<file path="src/rtl/i2c_master_arbiter.sv">
`default_nettype none
// ============================================================================
// Module   : i2c_master_arbiter
// Function : Round-robin share of one i2c_master engine between two
//            requesters. Each grant runs one complete register transaction,
//            captures read data and status into the winning port, and
//            recovers from a hung bus through a cycle timeout.
// Revision : 1.0 - initial release
// ============================================================================
module i2c_master_arbiter #(
  parameter int NUM_ADDR_BYTES = 2,
  parameter int NUM_DATA_BYTES = 1,
  parameter int REG_ADDR_WIDTH = 16,
  parameter int TIMEOUT_CYCLES = 1048575
) (
  input  logic                                   ifclk,
  input  logic                                   reset,
  // requester 0
  input  logic                                   rq0_req,
  input  logic                                   rq0_rnw,
  input  logic [6:0]                             rq0_chip_addr,
  input  logic [REG_ADDR_WIDTH-1:0]              rq0_reg_addr,
  input  logic [8*NUM_DATA_BYTES-1:0]            rq0_datai,
  output logic                                   rq0_ack,
  output logic [8*NUM_DATA_BYTES-1:0]            rq0_datao,
  output logic [15:0]                            rq0_status,
  // requester 1
  input  logic                                   rq1_req,
  input  logic                                   rq1_rnw,
  input  logic [6:0]                             rq1_chip_addr,
  input  logic [REG_ADDR_WIDTH-1:0]              rq1_reg_addr,
  input  logic [8*NUM_DATA_BYTES-1:0]            rq1_datai,
  output logic                                   rq1_ack,
  output logic [8*NUM_DATA_BYTES-1:0]            rq1_datao,
  output logic [15:0]                            rq1_status,
  // ownership
  output logic [1:0]                             grant,
  // shared master command / status
  output logic [6:0]                             m_chip_addr,
  output logic [REG_ADDR_WIDTH-1:0]              m_reg_addr,
  output logic [8*NUM_DATA_BYTES-1:0]            m_datai,
  output logic                                   m_we,
  output logic                                   m_re,
  output logic                                   m_write_mode,
  input  logic                                   m_busy,
  input  logic                                   m_done,
  input  logic [NUM_ADDR_BYTES+NUM_DATA_BYTES:0] m_status,
  input  logic [8*NUM_DATA_BYTES-1:0]            m_datao
);

  localparam int          c_DATA_W       = 8 * NUM_DATA_BYTES;
  localparam logic [19:0] c_TIMEOUT_LAST = 20'(TIMEOUT_CYCLES - 1);

  typedef enum logic [1:0] {
    S_IDLE      = 2'd0,
    S_ISSUE     = 2'd1,
    S_WAIT_DONE = 2'd2,
    S_COMPLETE  = 2'd3
  } state_t;

  state_t                    r_state, w_state;
  logic                      r_last, w_last;
  logic                      r_rnw, w_rnw;
  logic [19:0]               r_timer, w_timer;

  logic [1:0]                w_grant, w_ack;
  logic                      w_m_we, w_m_re, w_m_write_mode;
  logic [6:0]                w_chip;
  logic [REG_ADDR_WIDTH-1:0] w_reg;
  logic [c_DATA_W-1:0]       w_datai;
  logic [15:0]               w_status0, w_status1;
  logic [c_DATA_W-1:0]       w_datao0, w_datao1;

  logic                      w_sel;
  logic                      w_timeout;

  // Winner index: on a tie the port that was not served last wins.
  assign w_sel     = (rq0_req && rq1_req) ? ~r_last : rq1_req;
  assign w_timeout = (r_timer == c_TIMEOUT_LAST);

  // Next-state and next-output computation; every output is registered below.
  always_comb begin
    w_state        = r_state;
    w_last         = r_last;
    w_rnw          = r_rnw;
    w_timer        = r_timer;
    w_grant        = grant;
    w_ack          = 2'b00;
    w_m_we         = 1'b0;
    w_m_re         = 1'b0;
    w_m_write_mode = m_write_mode;
    w_chip         = m_chip_addr;
    w_reg          = m_reg_addr;
    w_datai        = m_datai;
    w_status0      = rq0_status;
    w_status1      = rq1_status;
    w_datao0       = rq0_datao;
    w_datao1       = rq1_datao;

    case (r_state)
      S_IDLE: begin
        if (!m_busy && (rq0_req || rq1_req)) begin
          w_grant        = w_sel ? 2'b10 : 2'b01;
          w_rnw          = w_sel ? rq1_rnw       : rq0_rnw;
          w_chip         = w_sel ? rq1_chip_addr : rq0_chip_addr;
          w_reg          = w_sel ? rq1_reg_addr  : rq0_reg_addr;
          w_datai        = w_sel ? rq1_datai     : rq0_datai;
          // Strobe is registered so it is high during the ISSUE cycle.
          w_m_re         = w_rnw;
          w_m_we         = ~w_rnw;
          w_m_write_mode = ~w_rnw;
          w_state        = S_ISSUE;
        end
      end

      S_ISSUE: begin
        w_timer = 20'd0;
        w_state = S_WAIT_DONE;
      end

      S_WAIT_DONE: begin
        // m_done takes priority over a coincident timeout.
        if (m_done || w_timeout) begin
          w_ack   = grant;
          w_state = S_COMPLETE;
          if (grant[1]) begin
            w_status1 = m_done ? 16'(m_status) : 16'h8000;
            if (m_done && r_rnw) begin
              w_datao1 = m_datao;
            end
          end else begin
            w_status0 = m_done ? 16'(m_status) : 16'h8000;
            if (m_done && r_rnw) begin
              w_datao0 = m_datao;
            end
          end
        end else begin
          w_timer = r_timer + 20'd1;
        end
      end

      S_COMPLETE: begin
        w_last         = grant[1];
        w_grant        = 2'b00;
        w_m_write_mode = 1'b0;
        w_state        = S_IDLE;
      end

      default: begin
        w_state = S_IDLE;
      end
    endcase
  end

  // State and output registers; reset abandons any transaction in flight.
  always_ff @(posedge ifclk or posedge reset) begin
    if (reset) begin
      r_state      <= S_IDLE;
      r_last       <= 1'b1;
      r_rnw        <= 1'b0;
      r_timer      <= 20'd0;
      grant        <= 2'b00;
      rq0_ack      <= 1'b0;
      rq1_ack      <= 1'b0;
      m_we         <= 1'b0;
      m_re         <= 1'b0;
      m_write_mode <= 1'b0;
      m_chip_addr  <= '0;
      m_reg_addr   <= '0;
      m_datai      <= '0;
      rq0_status   <= 16'h0000;
      rq1_status   <= 16'h0000;
      rq0_datao    <= '0;
      rq1_datao    <= '0;
    end else begin
      r_state      <= w_state;
      r_last       <= w_last;
      r_rnw        <= w_rnw;
      r_timer      <= w_timer;
      grant        <= w_grant;
      rq0_ack      <= w_ack[0];
      rq1_ack      <= w_ack[1];
      m_we         <= w_m_we;
      m_re         <= w_m_re;
      m_write_mode <= w_m_write_mode;
      m_chip_addr  <= w_chip;
      m_reg_addr   <= w_reg;
      m_datai      <= w_datai;
      rq0_status   <= w_status0;
      rq1_status   <= w_status1;
      rq0_datao    <= w_datao0;
      rq1_datao    <= w_datao1;
    end
  end

endmodule
`default_nettype wire

</file>
<file path="config.mk">
export PLATFORM = sky130hd
export DESIGN_NAME = i2c_master_arbiter
export DESIGN_NICKNAME = d
export VERILOG_FILES = /design/src/rtl/i2c_master_arbiter.sv
export SDC_FILE = /design/constraint.sdc
export NUM_CORES = 1
export LEC_CHECK = 0
export ABC_AREA = 1
export CAP_MARGIN = 20
export CORE_UTILIZATION = 48
export DETAILED_ROUTE_END_ITERATION = 10
export HOLD_SLACK_MARGIN = 0.15
export PLACE_DENSITY_LB_ADDON = 0.12
export SLEW_MARGIN = 20
export SYNTH_ARGS = -nofsm -noshare
export SYNTH_HDL_FRONTEND = slang
export SYNTH_SLANG_ARGS = --single-unit
</file>
<file path="constraint.sdc">
create_clock -name ifclk -period 7.7 [get_ports ifclk]
set_clock_uncertainty 0.2 [all_clocks]
set_input_delay 0.77 -clock ifclk [delete_from_list [all_inputs] [get_ports ifclk]]
set_output_delay 0.77 -clock ifclk [all_outputs]
set_load 0.01 [all_outputs]
</file>
# After elaboration in Yosys (flattened, before gate mapping)
# Cells that the tools add are included.
dict set report word_totals {
  input_bits 82
  memories 0
  wordCells 67
  latchBits 0
  rom_bits 0
  register_bits 110
  mem_bits_rw 0
  out_inout_bits 86
}
dict set report op_classes {
  order_cmp 0
  n_bitwise 3
  n_addsub 1
  mux 22
  n_reduce_logical 17
  eq_ne 7
  div 0
  shift 0
  multipliers 0
}
# op n
set op_table {}
lappend op_table {{20-bit one-hot mux with 2 select lines} 1}
lappend op_table {{16-bit 2-to-1 mux} 2}
lappend op_table {{20-bit by 1-bit adder with 20-bit output, second input constant} 1}
lappend op_table {{20-bit == test, second input constant} 1}
lappend op_table {{20-bit 2-to-1 mux} 1}
lappend op_table {{2-bit 2-to-1 mux} 6}
lappend op_table {{8-bit 2-to-1 mux} 1}
lappend op_table {{2-bit one-hot mux with 4 select lines} 1}
lappend op_table {{2-bit AND reduction} 4}
lappend op_table {{4-bit AND reduction} 2}
lappend op_table {{1-bit 2-to-1 mux} 7}
lappend op_table {{7-bit 2-to-1 mux} 1}
lappend op_table {{2-bit inequality test, second input constant} 3}
lappend op_table {{3-bit AND reduction} 2}
lappend op_table {{2-bit == test, second input constant} 2}
lappend op_table {{2-bit one-hot mux with 2 select lines} 1}
lappend op_table {{2-bit nonzero test} 2}
lappend op_table {{1-bit logical AND} 3}
lappend op_table {{1-bit NOT} 3}
lappend op_table {{2-bit by 1-bit == test with 1-bit output, second input constant} 1}
lappend op_table {{2-bit zero test} 1}
lappend op_table {{1-bit logical OR} 2}
lappend op_table {{1-bit one-hot mux with 2 select lines} 1}
lappend op_table {{1-bit zero test} 1}

# Depth between registers and ports, before layout
# Gate-level depths: netlist (run 1).
dict set report logic_depth {
  ltp_word 6
  mapped_depth 10
  ltp_nobuf 10
}

# Worst setup path after synthesis (run 1)
# Ideal clock, no wire load.
dict set report synth_path {
  kind {input to register}
  start {in rq1_req}
  end {reg m_datai[1]}
  n_path_buf 3
  t_arrival_ns 1.620
  setup_slack_ns 5.755
  stages 7
  cell_sequence {buf_2 o21bai_1 nor2_2 buf_2 buf_2 nand3_1 nand3_1}
}
dict set report synth_via {
  elab_chain_len 3
  word_cells_on_any_way 6
  classes_between {mux (2); reduce/logical (4)}
}
# element line
set synth_rtl {}
lappend synth_rtl {{start: declaration} 28} ;# input logic rq1_req,
lappend synth_rtl {{1-bit logical AND / 1-bit logical OR (equally long branches)} {78, 102}}
lappend synth_rtl {{1-bit 2-to-1 mux / 1-bit logical AND (equally long branches)} {78, 102}}
lappend synth_rtl {{8-bit 2-to-1 mux / 2-bit AND reduction (equally long branches)} --}
lappend synth_rtl {{end signal: assignment} 188} ;# m_datai <= w_datai;
lappend synth_rtl {{end: declaration} 41} ;# output logic [8*NUM_DATA_BYTES-1:0] m_datai,
# Parallel ways exist; a longest one is shown, timed or not.
# A chain may end at the register's enable or synchronous reset.

# Final worst setup path (run 1)
dict set report layout_path {
  start {reg r_state[0]}
  end {reg r_timer[7]}
}
dict set report layout_via {
  elab_chain_len 3
  word_cells_on_any_way 6
  classes_between {eq/ne (3); mux (1); reduce/logical (2)}
}
# element line
set layout_rtl {}
lappend layout_rtl {{start: declaration} 61} ;# state_t r_state, w_state;
lappend layout_rtl {{start signal: assignment} 176} ;# r_state <= w_state;
lappend layout_rtl {{2-bit == test / 2-bit by 1-bit == test with 1-bit output (equally long branches)} 100} ;# case (r_state)
lappend layout_rtl {{2-bit inequality test (no source line) / 2-bit nonzero test (equally long branches)} --}
lappend layout_rtl {{2-bit AND reduction (no source line)} --}
lappend layout_rtl {{end signal: assignment} 179} ;# r_timer <= w_timer;
lappend layout_rtl {{end: declaration} 64} ;# logic [19:0] r_timer, w_timer;
# Parallel ways exist; a longest one is shown, timed or not.

==> results of run 1 <==
[cell usage in the layout, fill, tap and decap left out]
cell / count
clkinv_2: 2
dfrtp_1: 87
o22ai_1: 2
clkdlybuf4s50_1: 145
o21ai_0: 28
o21a_1: 1
buf_4: 3
conb_1: 22
o21bai_1: 3
nand3_1: 92
a21oi_2: 1
mux2i_1: 1
nand2_4: 1
xor2_1: 3
or2_2: 1
nand2_2: 5
inv_2: 3
nor2_1: 26
nand3_2: 1
nor3_1: 5
o21ai_1: 7
clkbuf_8: 11
xnor2_1: 2
clkinv_4: 1
buf_8: 1
buf_6: 1
clkinvlp_4: 2
clkbuf_1: 1
a21oi_1: 6
nand2_1: 137
nor2_2: 5
nor3_2: 1
nand3_4: 1
ha_1: 6
nor2_4: 2
dfstp_2: 1
inv_1: 36
nand4_1: 39
[stage by stage]
stage | cells | hold WS [ns] | power, mW | cell area (sq um)
global route | 803 | 0.306 | 1.98 | 6130
floorplan | 578 | 0.282 | 1.14 | 4610
CTS | 802 | 0.295 | 1.87 | 6110
global placement | 786 | 0.260 | 1.54 | 5920
finish | 803 | 0.294 | 1.87 | 6130
detailed placement | 786 | 0.271 | 1.56 | 5920
[per-layer routing]
| layer | vias to the layer above | GRT usage |
|---|---|---|
| met2 | 152 | 0.421 |
| met1 | 2036 | 0.319 |
| met4 | 0 | 0.0984 |
| met5 | - | 0 |
| li1 | 2064 | - |
| met3 | 22 | 0.0632 |
[tightest hold or removal path: cells and delay by family, from the launching register on]
| family | cells | cell delay, ns |
|---|---|---|
| DFF | 1 | 0.37 |
| and+or+nand+nor | 2 | 0.11 |
[worst paths after layout]
check / endpoint / slack [ns] / cells past startpoint
max: r_timer[7] / 4.67 / 7
min: rq0_status[0] / 0.29 / 2
max reg2reg: r_timer[7] / 4.67 / 7
min reg2reg: rq0_status[0] / 0.29 / 2
max in group asynchronous: m_chip_addr[3] / 6.00 / 3
min in group asynchronous: rq1_datao[7] / 0.37 / 2
[power by group through the flow]
stage          clock network (mW)  registers (mW)  logic, mW
2_1_floorplan                   0           0.784      0.360
3_3_place_gp                    0           0.728      0.812
3_5_place_dp                    0           0.730      0.833
4_1_cts                     0.309           0.729      0.836
5_1_grt                     0.324           0.747      0.909
6_report                    0.305           0.730      0.830
[final cells by class]
type / instances / share of cell area
Timing Repair Buffer: 150 / 0.245
Clock inverter: 4 / 0.00470
Tap cell: 111 / 0.0227
Clock buffer: 12 / 0.0253
Sequential cell: 88 / 0.360
Multi-Input combinational cell: 398 / 0.318
Inverter: 40 / 0.0247
[logic make-up after synthesis]
logic type / count (synthesis) / share of synthesized area
and+or+nand+nor: 316 / 0.326
buffers and inverters: 92 / 0.103
DFF: 88 / 0.486
AOI/OAI and AO/OA: 48 / 0.0566
adders and majority gates: 6 / 0.0166
xor gates and xnor gates: 5 / 0.00966
other: 1 / 0.000827
muxes: 1 / 0.00221
[state kept, by name (all words and copies together) (netlist names)]
signal        flops
m_write_mode      1
r_state           2
rq1_status        5
rq1_datao         8
r_last            1
m_chip_addr       7
rq0_ack           1
m_datai           8
rq0_status        5
m_reg_addr       16
rq1_ack           1
m_re              1
grant             2
m_we              1
r_rnw             1
rq0_datao         8
r_timer          20
==> impl_metrics.tcl, run 1 <==
set metrics [dict create \
    outcome "finished clean" \
    critPathTopFamily "simple AND/OR/NAND/NOR gates" \
    reg2reg_from "r_state[0]" \
    multiInputGateArea_sq_um 1950 \
    ys_async_sr_fraction 1.00 \
    drive_above_1_share 0.0621 \
    netlist_area_sq_um 4540 \
    cp_common_cell "nand2_1" \
    synth_ff_type "dfrtp_1" \
    finalWorstSetupSlack_ns 4.67 \
    pwr-share-clk 0.164 \
    tns_ns 0 \
    clock-sinks 88 \
    pwr-share-seq 0.391 \
    numCtsBuffers 9 \
    die_y_um 99.2 \
    pwr-share-comb 0.445 \
    clk_latency_ns 0.36 \
    io_buffers 145 \
    crit_slowest_cell "ha_1" \
    synthTopCellsByArea "dfrtp_1, nand2_1, nand3_1" \
    p_per_area_nw_per_um2 304 \
    synth_seq_cells 88 \
    avgRoutedWirePerCell_um 15.1 \
    m1WireLength_um 4990 \
    yosys.area.top_type "dfrtp_1" \
    yosys.cell_count.top_type "nand2_1" \
    path_clk_slew_ns 0.09 \
    tightest_slew_ns 0.853 \
    layout_min_cycle_time_ns 3.03 \
    fin_crit_sh 0.394 \
    ys_seq_area_frac 0.486 \
    rows 35 \
    initial_core_util 0.493 \
    ir_drop_mv 0.191 \
    grt_usage 0.253 \
    wl_met2_um 6060 \
    synth_edf_count 0 \
    min_path_type "reg -> reg" \
    postCtsSetupRepairBufs 0 \
    grt_pass1_vias 4160 \
    grt_max_degree 87 \
    critical_path_class "reg -> reg" \
    gr-total-overflow 0 \
    path_max_fanout 20 \
    highest_layer "met4" \
    crit_path_max_incr_delay_ns 0.73 \
    dpl_worst_slack_ns 4.52 \
    syn2layout_area_growth_pct 35.1 \
    synth_top_area_frac 0.480 \
    wirelength_um 12200 \
    tritoncts "done" \
    seq_area_sq_um 2200 \
    slew-limit-headroom 0.431 \
    ant_nets 0 \
    crit_start "r_state[0]" \
    grt_pass1_wl_um 19900 \
    cts_buffer_depth 2 \
    cts-root-buf "clkbuf_8" \
    syn_area_per_cell_sq_um 8.14 \
    cts_resized 0 \
    setup_viol 0 \
    arrival_ns 3.08 \
    critPathLaunchType "flop" \
    antenna_found_initial 0 \
    die_x_um 99.2 \
    die_area_sq_um 9840 \
    initialDrtViolationCount 204 \
    num_io_pins 168 \
    dr_total_vias 4274 \
    netlist_top_cells_count "nand2_1, nand3_1, dfrtp_1, nand4_1, inv_1" \
    crit_buf_inv 2 \
    hold_buffers 0 \
    yosys_warnings 0 \
    grt_setup_unrepaired "no" \
    p_sw_mw 0.705 \
    antennaDiodeCount 0 \
    max_cap_viol_count 0 \
    nNetsFinal 775 \
    endpoint_kind "flop" \
    h-tree-depth 3 \
    fillCellCount 776 \
    p_sw_frac 0.378 \
    core_area_sq_um 9200 \
    gp_congestion 0.811 \
    syn_inst 557 \
    firstDrtPassIters 4 \
    path_cells "inv_1 > ha_1 > inv_1 > nand2_1 > nand2_2 > nand2_1 > nand2_1" \
    dp_hpwl_um 8440 \
    report.final.hold_viol_count 0 \
    final_core_util 0.666 \
    fmaxAchievable_ghz 0.330 \
    drt-vias-per-instance 5.32 \
    internal_power_mw 1.16 \
    route.detailed.drc 0 \
    met3WireLength_um 834 \
    synth.distinct_cells 34 \
    hp-start "rq0_status[0]" \
    final_max_slew_viol_count 0 \
    p_leak_nw 2.75 \
    required_ns 7.75 \
]
No activity file was read; power rests on OpenSTA's default activity.
==> run 2: changes to the inputs <==
--- a/config.mk
+++ b/config.mk
@@ -7,7 +7,7 @@
 export LEC_CHECK = 0
 export ABC_AREA = 1
 export CAP_MARGIN = 20
-export CORE_UTILIZATION = 48
+export CORE_UTILIZATION = 45
 export DETAILED_ROUTE_END_ITERATION = 10
 export HOLD_SLACK_MARGIN = 0.15
 export PLACE_DENSITY_LB_ADDON = 0.12
==> constraint.sdc (replaced) <==
create_clock -name ifclk -period 3 [get_ports ifclk]
set_clock_uncertainty 0.2 [all_clocks]
set_input_delay 0.3 -clock ifclk [delete_from_list [all_inputs] [get_ports ifclk]]
set_output_delay 0.3 -clock ifclk [all_outputs]
set_load 0.01 [all_outputs]
==> run 2 against run 1 <==
Compared with the run above:
- routed wire length down 1.1%
- critical path depth unchanged
- global-route usage down 1.8 points
- non-clock buffer count up 6
- sequential cell count unchanged
- highest routed layer unchanged
- combinational power rose to 2.6 times the previous value
- design area up 2.2%
- clock-buffer cell count down 1
- clock power rose to 3.3 times the previous value
- total power rose to 2.7 times the previous value
- cell count up 3.5%
- core utilization down 2.5 points
- largest cell class unchanged
==> impl_metrics.tcl, run 2 (same netlist as run 1, synthesis figures left out) <==
set metrics [dict create \
    gp_congestion 0.842 \
    clock-sinks 88 \
    dp_hpwl_um 8790 \
    core_area_sq_um 9770 \
    final_cell_mix "clkdlybuf4s50_1, nand2_1, nand3_1" \
    tns_ns 0 \
    arrival_ns 2.37 \
    route.detailed.drc 0 \
    drive_above_1_share 0.0688 \
    tightest_slew_ns 0.576 \
    die_x_um 102 \
    report.final.hold_viol_count 0 \
    num_io_pins 168 \
    path_clk_slew_ns 0.09 \
    path_max_fanout 16 \
    wirelength_um 12000 \
    drt-vias-per-instance 5.09 \
    critPathTopFamily "simple AND/OR/NAND/NOR gates" \
    initial_core_util 0.464 \
    dr_total_vias 4233 \
    max_flop_register "r_timer" \
    p_per_area_nw_per_um2 799 \
    grt_usage 0.235 \
    fmaxAchievable_ghz 0.426 \
    layout_min_cycle_time_ns 2.35 \
    p_leak_nw 2.82 \
    min_path_type "reg -> reg" \
    setup_viol 0 \
    nNetsFinal 781 \
    ir_drop_mv 0.361 \
    grt_pass1_wl_um 18800 \
    rows 36 \
    numCtsBuffers 9 \
    syn2layout_area_growth_pct 38.1 \
    crit_slowest_cell "ha_1" \
    cts-root-buf "clkbuf_8" \
    critical_path_class "reg -> reg" \
    max_cap_viol_count 0 \
    initialDrtViolationCount 163 \
    ant_nets 0 \
    h-tree-depth 3 \
    cts_resized 0 \
    grt_max_degree 39 \
    avgRoutedWirePerCell_um 14.5 \
    grt_pass1_vias 3962 \
    dpl_worst_slack_ns 0.625 \
    antennaDiodeCount 0 \
    required_ns 3.02 \
    finalWorstSetupSlack_ns 0.652 \
    slew-limit-headroom 0.616 \
    layout_commonest_cell "clkdlybuf4s50_1" \
    placed_cells 814 \
    cts_buffer_depth 2 \
    reg.largest.list "r_timer (20), m_reg_addr (16)" \
    critPathLaunchType "flop" \
    final_max_slew_viol_count 0 \
    path_cells "inv_1 > ha_1 > inv_1 > nor3_2 > nand2_1 > nand2_1 > o21ai_0" \
    largest_register_ffs 20 \
    firstDrtPassIters 4 \
    crit_path_max_incr_delay_ns 0.46 \
    hold_buffers 1 \
    endpoint_kind "flop" \
    fin_crit_sh 0.783 \
    io_buffers 145 \
    die_y_um 102 \
    clk_latency_ns 0.35 \
    grt_setup_unrepaired "no" \
    tritoncts "done" \
    die_area_sq_um 10500 \
    placed_area_sq_um 6010 \
    antenna_found_initial 0 \
    fillCellCount 841 \
    postCtsSetupRepairBufs 0 \
    outcome "finished clean" \
    final_cell_area_sq_um 6260 \
    gr-total-overflow 0 \
    stdcell_count 831 \
    crit_buf_inv 2 \
]
## run 2: changes by cell type in the layout (fill, tap and decap cells not counted)
cell,previous run,this run
buf_4,3,9
buf_12,0,1
buf_6,1,0
buf_8,1,0
dlygate4sd3_1,0,1
bufinv_16,0,3
clkbuf_8,11,10
clkinvlp_4,2,0
## run 2: stage by stage
| stage | util | power, mW | hold WS (ns) |
|---|---|---|---|
| floorplan | - | 2.94 | 0.261 |
| global placement | 0.615 | 3.98 | 0.262 |
| detailed placement | 0.615 | 4.03 | 0.264 |
| CTS | 0.641 | 5.05 | 0.287 |
| global route | 0.641 | 5.31 | 0.311 |
| finish | 0.641 | 5.00 | 0.288 |
## run 2: metal layers
metal	wire length [um]	global-route usage	share of wire	up-vias
met5	0	0	0	-
met3	785	0.0684	0.065	20
li1	-	-	-	2075
met4	277	0.0956	0.023	0
met2	5760	0.373	0.48	130
met1	5200	0.303	0.43	2008
## run 2: worst paths after layout
check                        startpoint            to  slack, ns  cells after the start
max                          r_state[0]  rq1_datao[0]       0.65                      7
min                        rq1_datao[1]  rq1_datao[1]       0.29                      2
max reg2reg                  r_state[0]  rq1_datao[0]       0.65                      7
min reg2reg                rq1_datao[1]  rq1_datao[1]       0.29                      2
max in group asynchronous         reset   r_timer[19]       1.32                      4
min in group asynchronous         reset  rq0_datao[4]       0.65                      3
## run 2: worst register-to-register path, cell delays in order, from the launching register on
cell and delay, ns:
dfrtp_1 0.41, inv_1 0.12, ha_1 0.46, inv_1 0.22
nor3_2 0.23, nand2_1 0.29, nand2_1 0.18, o21ai_0 0.11
## run 2: report_power, final
part / switching, mW / leakage [nW] / internal [mW]
Sequential: 0.252 / 1.14 / 1.60
Clock: 0.427 / 0.124 / 0.577
Combinational: 1.10 / 1.55 / 1.05
Total: 1.78 / 2.82 / 3.23
## run 2: layout make-up
class / count / area [sq um] / area share
Sequential cell: 88 / 2200 / 0.352
Multi-Input combinational cell: 398 / 1950 / 0.311
Timing Repair Buffer: 156 / 1550 / 0.247
Tap cell: 133 / 166 / 0.0266
Inverter: 40 / 151 / 0.0242
Clock buffer: 11 / 141 / 0.0226
Clock inverter: 5 / 104 / 0.0166
